File: src/rtl/fake_jpeg_19866_bist.sv
// BIST driver: LFSR stimulus into the fake_jpeg_19866_n_148 netlist, MISR compaction of its output.
// One vector per clock; done/signature held until the next accepted start or reset.
module fake_jpeg_19866_bist #(
    parameter int VEC_W = 45,
    parameter int SIG_W = 16,
    parameter int CNT_W = 16
) (
    input  logic             clk_i,
    input  logic             rst_i,
    input  logic             start_i,
    input  logic [CNT_W-1:0] num_vectors_i,
    input  logic [VEC_W-1:0] seed_i,
    output logic [VEC_W-1:0] vec_out_o,
    input  logic             resp_in_i,
    output logic             busy_o,
    output logic             done_o,
    output logic [SIG_W-1:0] signature_o,
    output logic [CNT_W-1:0] vec_count_o
);

    typedef enum logic [1:0] {S_IDLE, S_RUN, S_DONE} state_t;

    localparam logic [SIG_W-1:0] SIG_POLY = SIG_W'(16'h1021);

    state_t           state_q, state_d;
    logic [VEC_W-1:0] lfsr_q, lfsr_d;
    logic [SIG_W-1:0] sig_q, sig_d;
    logic [CNT_W-1:0] cnt_q, cnt_d;
    logic [CNT_W-1:0] num_q, num_d;
    logic             start_ok;
    logic [CNT_W-1:0] cnt_inc;
    logic             lfsr_fb;

    assign start_ok = start_i && (state_q != S_RUN);
    assign cnt_inc  = cnt_q + CNT_W'(1);
    assign lfsr_fb  = lfsr_q[VEC_W-1] ^ lfsr_q[VEC_W-2] ^ lfsr_q[VEC_W-4] ^ lfsr_q[VEC_W-5];

    // State register
    always_ff @(posedge clk_i) begin
        if (rst_i) begin
            state_q <= S_IDLE;
        end else begin
            state_q <= state_d;
        end
    end

    // Next-state logic
    always_comb begin
        state_d = state_q;
        case (state_q)
            S_IDLE, S_DONE: begin
                if (start_ok) begin
                    state_d = (num_vectors_i != '0) ? S_RUN : S_DONE;
                end
            end
            S_RUN: begin
                if (cnt_inc == num_q) begin
                    state_d = S_DONE;
                end
            end
            default: state_d = S_IDLE;
        endcase
    end

    // Output logic
    always_comb begin
        busy_o = (state_q == S_RUN);
        done_o = (state_q == S_DONE);
    end

    // Datapath next-state: a zero seed would lock the LFSR, so it is replaced by 1
    always_comb begin
        lfsr_d = lfsr_q;
        sig_d  = sig_q;
        cnt_d  = cnt_q;
        num_d  = num_q;
        if (start_ok) begin
            lfsr_d = (seed_i == '0) ? VEC_W'(1) : seed_i;
            sig_d  = '0;
            cnt_d  = '0;
            num_d  = num_vectors_i;
        end else if (state_q == S_RUN) begin
            lfsr_d = {lfsr_q[VEC_W-2:0], lfsr_fb};
            sig_d  = {sig_q[SIG_W-2:0], 1'b0} ^ ((sig_q[SIG_W-1] ^ resp_in_i) ? SIG_POLY : '0);
            cnt_d  = cnt_inc;
        end
    end

    always_ff @(posedge clk_i) begin
        if (rst_i) begin
            lfsr_q <= '0;
            sig_q  <= '0;
            cnt_q  <= '0;
            num_q  <= '0;
        end else begin
            lfsr_q <= lfsr_d;
            sig_q  <= sig_d;
            cnt_q  <= cnt_d;
            num_q  <= num_d;
        end
    end

    assign vec_out_o   = lfsr_q;
    assign signature_o = sig_q;
    assign vec_count_o = cnt_q;

endmodule
File: config.mk
export PLATFORM = sky130hd
export DESIGN_NAME = fake_jpeg_19866_bist
export DESIGN_NICKNAME = d
export VERILOG_FILES = /design/src/rtl/fake_jpeg_19866_bist.sv
export SDC_FILE = /design/constraint.sdc
export NUM_CORES = 1
export LEC_CHECK = 0
export CORE_ASPECT_RATIO = 1.75
export CORE_MARGIN = 2
export CORE_UTILIZATION = 37
export DETAILED_ROUTE_END_ITERATION = 16
export GPL_ROUTABILITY_DRIVEN = 0
export PLACE_DENSITY = 0.69
export SYNTH_ARGS = -nofsm -noshare
export SYNTH_HDL_FRONTEND = slang
export SYNTH_SLANG_ARGS = --single-unit
File: constraint.sdc
create_clock -name clk_i -period 2.1 [get_ports clk_i]
set_clock_uncertainty 0.1 [all_clocks]
set_input_delay 0.315 -clock clk_i [delete_from_list [all_inputs] [get_ports clk_i]]
set_output_delay 0.315 -clock clk_i [all_outputs]
set_load 0.01 [all_outputs]
# Yosys cells after proc, flatten, opt, wreduce, memory -nomap -nowiden
# Index checks and enable logic that the tools add are counted.
# word_totals
regBits	95
inputBits	65
output_inout_bits	79
word_cells	33
# classes
n_mux	8
bitwise_logic	5
add_sub_neg	1
reduce_logical	8
eq_ne	6
# ops
cell	n
2-to-1 mux 45 bit	3
zero test 45 bit	1
adder 16 x 1 -> 16 bit (second input constant)	1
== test 16 bit	1
nonzero test 16 bit	1
XOR 16 x 13 -> 16 bit	1
2-to-1 mux 13 bit	1
2-to-1 mux 2 bit	3
inequality test 2 x 1 -> 1 bit (second input constant)	2
case mux 2 bit (2 select lines)	1
OR reduction 2 bit	2
XOR 1 bit	4
== test 2 x 1 -> 1 bit (second input constant)	1
== test 2 bit (second input constant)	1
zero test 2 bit	1
inequality test 2 bit (second input constant)	1
AND reduction 2 bit	1
nonzero test 2 bit	1
logical AND 1 bit	1

# Depth between registers and ports, before layout
# Gate-level depths: netlist of run 1.
# depth
word_depth	5
depth_mapped	8
ltp_nobuf	7

# Least setup slack after synthesis of run 1
# OpenSTA, ideal clock, no wires.
# synth_path
path_type	register to register
startpoint	register cnt_q[0], in the netlist vec_count_o[0]
endpoint	register state_q[0]
setup_ns	0.131
arrival_time_ns	2.087
n_path_buf	1
path_slack_ns	-0.219
period_less_slack_ns	2.319
t_required_ns	1.869
path_stages_with_launch	8
cell_sequence	dfxtp_1 ha_1 and4_1 buf_6 nand2_4 or4_4 a2111oi_4 a31oi_1
# synth_between
elab_chain_len	4
# synth_lines
element	line	source
start, declared	28	logic [CNT_W-1:0] cnt_q, cnt_d;
start signal, assigned	98	cnt_q <= cnt_d;
adder 16 x 1 -> 16 bit	35	assign cnt_inc = cnt_q + CNT_W'(1);
== test 16 bit	57	if (cnt_inc == num_q) begin
inequality test 2 x 1 -> 1 bit (no line)	n/a	
AND reduction 2 bit (no line)	n/a	
end signal, assigned	43	state_q <= state_d;
end, declared	25	state_t state_q, state_d;
# Every way passes these cells.
# A chain may end at the register's enable or synchronous reset.

# Worst setup path in the final report of run 1
# Ends and elaborated chain as after synthesis.

==> results of run 1 <==
[metal layers]
metal  wire [um]  track usage, %
met1        5170            20.5
met2        7670            39.9
met3         653            4.63
met4         359            9.46
met5           0               0
[flip-flops by register name, summed over array words and instances, names as in the netlist]
name	count
num_q	16
signature_o	16
state_q	2
vec_count_o	16
vec_out_o	45
[power groups by stage]
stage               Clock (uW)  Sequential [uW]  Combinational, uW
finish                    1770             2040                926
global route              1880             2060               1000
CTS                       1820             2040                929
detailed placement           0             2080                921
global placement             0             2080                907
floorplan                    0             2100                407
[metrics by stage]
stage               total power [uW]  TNS [ns]  hold slack [ns]  utilization (%)  instances
floorplan                       2510         0            0.348                -        531
global placement                2980    -0.327            0.355             52.9        840
global route                    4950   -0.0547            0.252             56.3        857
detailed placement              3000    -0.431            0.363             52.9        840
CTS                             4790         0            0.234             55.7        856
finish                          4740  -0.00224            0.237             56.3        857
[layout make-up]
class	count	area, um2
fill	1080	5240
multi-input combinational	389	2520
sequential	95	1910
timing repair buffer	187	1780
clock buffer	10	229
tap	165	206
clock inverter	6	91.3
inverter	5	18.8
[kinds of logic after synthesis]
logic type,after synthesis,synth area share (%)
AOI/OAI and AO/OA,106,15.7
and+or+nand+nor,202,20.5
xor gates and xnor gates,35,6.72
buffers and inverters,47,5.18
muxes,45,9.87
adders and majority gates,1,0.274
DFF,95,41.7
[final timing paths]
path | to | slack [ns] | depth (start not counted)
min reg2reg | num_q[15]$_SDFFE_PP0P_ | 0.37 | 2
max reg2reg | state_q[0]$_SDFFE_PP0P_ | -0.002 | 6
min | vec_out_o[13]$_SDFFE_PP0P_ | 0.24 | 2
max | state_q[0]$_SDFFE_PP0P_ | -0.002 | 6
[worst max-delay path: stages (launching register included)]
cell and delay [ns]:
dfxtp_4 0.36, ha_4 0.13, and4_4 0.29, nand2_4 0.07, or4_4 0.50, a2111oi_4 0.39
a31oi_1 0.14
[Yosys cell counts (all sizes together) (13+ instances only)]
| cell type | instances | area (um2) |
|---|---|---|
| xor2 | 18 | 158 |
| xnor2 | 17 | 149 |
| dfxtp | 95 | 1900 |
| nand2 | 76 | 293 |
| a211oi | 46 | 345 |
| a21oi | 37 | 185 |
| nor2 | 65 | 244 |
| mux2i | 45 | 450 |
| nor4 | 17 | 113 |
| clkbuf | 29 | 130 |
| buf | 13 | 87.6 |
[what timing repair did]
item | in CTS | in global routing
endpoints found under the setup margin | 2 | 2
buffers inserted | 0 | 1
resized for setup | 7 | 16
pin swaps | 2 | 9
==> results.sh, run 1 <==
export IMPL_power_leakage_uw=0.00256
export IMPL_via_per_inst=5.20
export IMPL_p_switching_uw=1270
export IMPL_final_cell_mix="141 x clkdlybuf4s50_1, 90 x dfxtp_1, 74 x nand2_1"
export IMPL_antenna_found_initial=0
export IMPL_min_path_type="in2reg"
export IMPL_clockRootBuffer="clkbuf_16"
export IMPL_synth_ff_type="dfxtp_1"
export IMPL_pwr_density_cell_nw_per_um2=701
export IMPL_arrival_ns=2.21
export IMPL_pwr_share_comb_pct=19.5
export IMPL_drc_errors=0
export IMPL_required_ns=2.21
export IMPL_n_antenna_cell=0
export IMPL_crit_start="vec_count_o[0]$_SDFFE_PP0P_"
export IMPL_power_internal_uw=3470
export IMPL_hold_viol=0
export IMPL_gr_total_overflow=0
export IMPL_max_freq_mhz=476
export IMPL_routed_wl_um=13800
export IMPL_num_rows=53
export IMPL_peakVddDrop_mv=0.364
export IMPL_post_dp_hpwl_um=10200
export IMPL_tightest_slew_ns=0.466
export IMPL_place_area_um2=6350
export IMPL_ios=144
export IMPL_worstHoldStart="rst_i"
export IMPL_cts_hold_buf=0
export IMPL_path_max_fanout=4
export IMPL_drv_slew=0
export IMPL_rsz0062_at_grt="yes"
export IMPL_vias=4459
export IMPL_cts_sinks=95
export IMPL_cts_made_buffers=9
export IMPL_cap_violations=0
export IMPL_end_kind="register"
export IMPL_synth_edf_count=0
export IMPL_synth_seq_cells=95
export IMPL_grt_pass1_vias=4530
export IMPL_setup_slack_ns=-0.00224
export IMPL_drive_above_1_share_pct=13.3
export IMPL_async_flop_share_pct=0
export IMPL_grt_pass1_wl_um=21600
export IMPL_wire_per_inst_um=16.2
export IMPL_insertion_delay_ns=0.34
export IMPL_pwr_share_clk_pct=37.4
export IMPL_cts_max_level=3
export IMPL_nNetsFinal=753
export IMPL_final_cell_area_um2=6760
export IMPL_grt_use_total_pct=20.8
export IMPL_core_area_um2=12000
export IMPL_cts_tree="yes"
export IMPL_grt_max_degree=110
export IMPL_final_antenna_net_count=0
export IMPL_ys_warn_count=0
export IMPL_status="complete, but fails checks"
export IMPL_dr_pass1_iters=4
export IMPL_slew_headroom_pct=68.9
export IMPL_mostFrequentLayoutCell="clkdlybuf4s50_1"
export IMPL_seqPwrFrac_pct=43.1
export IMPL_clk_pin_slew_worst_paths_ns=0.07
export IMPL_die_h_um=151
export IMPL_drt_initial_drc_count=152
export IMPL_fin_crit_sh_pct=100
export IMPL_fp_dieArea_um2=13300
export IMPL_synthCells=531
export IMPL_syn2layout_area_growth_pct=48.2
export IMPL_mappedNetlistArea_um2=4560
export IMPL_finalSetupViolCount=1
export IMPL_avgSynthCellArea_um2=8.59
export IMPL_start_kind="register"
export IMPL_clk_path_buf_depth=2
export IMPL_min_period_ns=2.10
export IMPL_swShare_pct=26.8
export IMPL_r2r_start="vec_count_o[0]$_SDFFE_PP0P_"
export IMPL_violations="negative setup slack"
export IMPL_synth_cell_types=52
export IMPL_start_util_pct=38.0
export IMPL_yosysSeqAreaShare_pct=41.7
export IMPL_portBuffers=143
export IMPL_crit_type="reg2reg"
export IMPL_die_w_um=87.9
export IMPL_synth_fp_nets=597
export IMPL_dpl_worst_slack_ns=-0.222
Note: power is estimated with default switching activity, not from simulation.
==> run 2: changes to the inputs <==
==> constraint.sdc (replaced) <==
create_clock -name clk_i -period 2.1 [get_ports clk_i]
set_clock_uncertainty 0.1 [all_clocks]
set_input_delay 0.42 -clock clk_i [delete_from_list [all_inputs] [get_ports clk_i]]
set_output_delay 0.42 -clock clk_i [all_outputs]
set_load 0.005 [all_outputs]
==> run 2 against run 1 <==
The run now ends clean. Cell count rose by 1.3%. Utilization shrank 0.19 points. Worst hold slack better by 0.13 ns. Total power fell by 3.0%. Worst setup slack improved by 0.018 ns. Register-to-register slack improved by 0.02 ns. Largest cell class unchanged.
==> results.sh, run 2 (same netlist as run 1, synthesis figures left out) <==
export IMPL_status="complete, no violations"
export IMPL_pwr_share_clk_pct=36.2
export IMPL_post_dp_hpwl_um=10100
export IMPL_start_util_pct=38.0
export IMPL_die_w_um=87.9
export IMPL_drv_slew=0
export IMPL_dp_cells=852
export IMPL_wire_per_inst_um=15.7
export IMPL_cts_max_level=3
export IMPL_power_uw=4590
export IMPL_pwr_share_comb_pct=19.4
export IMPL_largest_reg_flops=45
export IMPL_die_h_um=151
export IMPL_gr_total_overflow=0
export IMPL_clk_pin_slew_worst_paths_ns=0.07
export IMPL_p_switching_uw=1210
export IMPL_swShare_pct=26.4
export IMPL_fin_crit_sh_pct=99.2
export IMPL_drive_above_1_share_pct=12.8
export IMPL_num_rows=53
export IMPL_worstHoldStart="num_q[14]$_SDFFE_PP0P_"
export IMPL_core_area_um2=12000
export IMPL_slew_headroom_pct=48.4
export IMPL_start_kind="register"
export IMPL_rrSetupSlack_ns=0.02
export IMPL_cap_violations=0
export IMPL_min_to="num_q[14]$_SDFFE_PP0P_"
export IMPL_cts_sinks=95
export IMPL_cts_tree="yes"
export IMPL_final_antenna_net_count=0
export IMPL_r2r_end="state_q[0]$_SDFFE_PP0P_"
export IMPL_vias=4477
export IMPL_ios=144
export IMPL_syn2layout_area_growth_pct=47.8
export IMPL_end_kind="register"
export IMPL_hold_viol=0
export IMPL_reg2reg_depth=6
export IMPL_final_cell_mix="141 x clkdlybuf4s50_1, 93 x dfxtp_1, 74 x nand2_1"
export IMPL_crit_type="reg2reg"
export IMPL_dr_pass1_iters=4
export IMPL_finalSetupViolCount=0
export IMPL_instances_no_fill=868
export IMPL_via_per_inst=5.16
export IMPL_drc_errors=0
export IMPL_required_ns=2.21
export IMPL_insertion_delay_ns=0.34
export IMPL_seqPwrFrac_pct=44.4
export IMPL_min_period_ns=2.08
export IMPL_routed_wl_um=13600
export IMPL_fp_dieArea_um2=13300
export IMPL_cts_hold_buf=0
export IMPL_power_leakage_uw=0.00259
export IMPL_path_max_fanout=5
export IMPL_pwr_density_cell_nw_per_um2=682
export IMPL_arrival_ns=2.19
export IMPL_peakVddDrop_mv=0.381
export IMPL_n_antenna_cell=0
export IMPL_portBuffers=143
export IMPL_post_cts_setup_buffer_count=0
export IMPL_power_internal_uw=3380
export IMPL_clockRootBuffer="clkbuf_16"
export IMPL_multi_input_area_um2=2460
export IMPL_drt_initial_drc_count=92
export IMPL_fillCellCount=1116
export IMPL_grt_use_total_pct=20.6
export IMPL_register_area_um2=1910
export IMPL_grt_pass1_vias=4506
export IMPL_tightest_slew_ns=0.773
export IMPL_grt_max_degree=83
export IMPL_max_freq_mhz=480
export IMPL_r2r_start="vec_count_o[0]$_SDFFE_PP0P_"
export IMPL_min_path_type="reg2reg"
export IMPL_mostFrequentLayoutCell="clkdlybuf4s50_1"
export IMPL_rsz0062_at_grt="yes"
export IMPL_antenna_found_initial=0
export IMPL_whs_ns=0.368
export IMPL_grt_pass1_wl_um=21600
export IMPL_nNetsFinal=764
export IMPL_cts_made_buffers=9
export IMPL_hold_depth=2
export IMPL_clk_path_buf_depth=2
==> run 2: power by group through the flow <==
stage | logic [uW] | clock network, uW | registers (uW)
after global routing | 978 | 1770 | 2060
final | 892 | 1660 | 2040
after detailed placement | 893 | 0 | 2080
after global placement | 877 | 0 | 2080
after floorplan | 406 | 0 | 2070
after CTS | 900 | 1690 | 2040
==> run 2: worst max-delay path, stage by stage, from the launching register on <==
cell,delay [ns]
dfxtp_4,0.36
ha_4,0.12
and4_4,0.29
nand2_4,0.06
or4_4,0.49
a2111oi_4,0.40
a31oi_1,0.13
==> run 2: how the worst max path moves through the flow <==
| stage | startpoint | to | slack, ns |
|---|---|---|---|
| floorplan | vec_count_o[0]$_SDFFE_PP0P_ | state_q[0]$_SDFFE_PP0P_ | 0.01 |
| global placement | seed_i[26] | vec_out_o[0]$_SDFFE_PP0P_ | -0.28 |
| finish | vec_count_o[0]$_SDFFE_PP0P_ | state_q[0]$_SDFFE_PP0P_ | 0.02 |
| CTS | vec_count_o[0]$_SDFFE_PP0P_ | state_q[0]$_SDFFE_PP0P_ | 0.008 |
| detailed placement | seed_i[26] | vec_out_o[0]$_SDFFE_PP0P_ | -0.31 |
| global route | vec_count_o[2]$_SDFFE_PP0P_ | state_q[0]$_SDFFE_PP0P_ | -0.08 |
==> run 2: through the flow <==
step	area (um2)	utilization, %	setup slack [ns]	TNS (ns)
2_1_floorplan	4580	-	0.00959	0
5_1_grt	6740	56.2	-0.0788	-0.114
3_3_place_gp	6420	53.5	-0.276	-0.370
4_1_cts	6730	56.1	0.00823	0
6_report	6740	56.2	0.0160	0
3_5_place_dp	6420	53.5	-0.312	-0.484
==> run 2: metal layers <==
layer	global-route usage (%)	up-vias	wire length (um)
met4	8.54	0	376
li1	-	2215	-
met1	22.1	2118	5200
met3	4.74	25	686
met5	0	-	0
met2	37.8	119	7330
==> run 2: what timing repair did <==
item                       in CTS  in global routing
setup endpoints to repair       2                  4
resized for setup               4                  3
pin swaps                       0                  3
==> run 2: layout make-up <==
cell class | count | share of cell area [%]
Clock buffer | 11 | 3.60
Clock inverter | 5 | 0.854
Inverter | 5 | 0.278
Multi-Input combinational cell | 389 | 36.5
Sequential cell | 95 | 28.3
Tap cell | 165 | 3.06
Timing Repair Buffer | 198 | 27.4
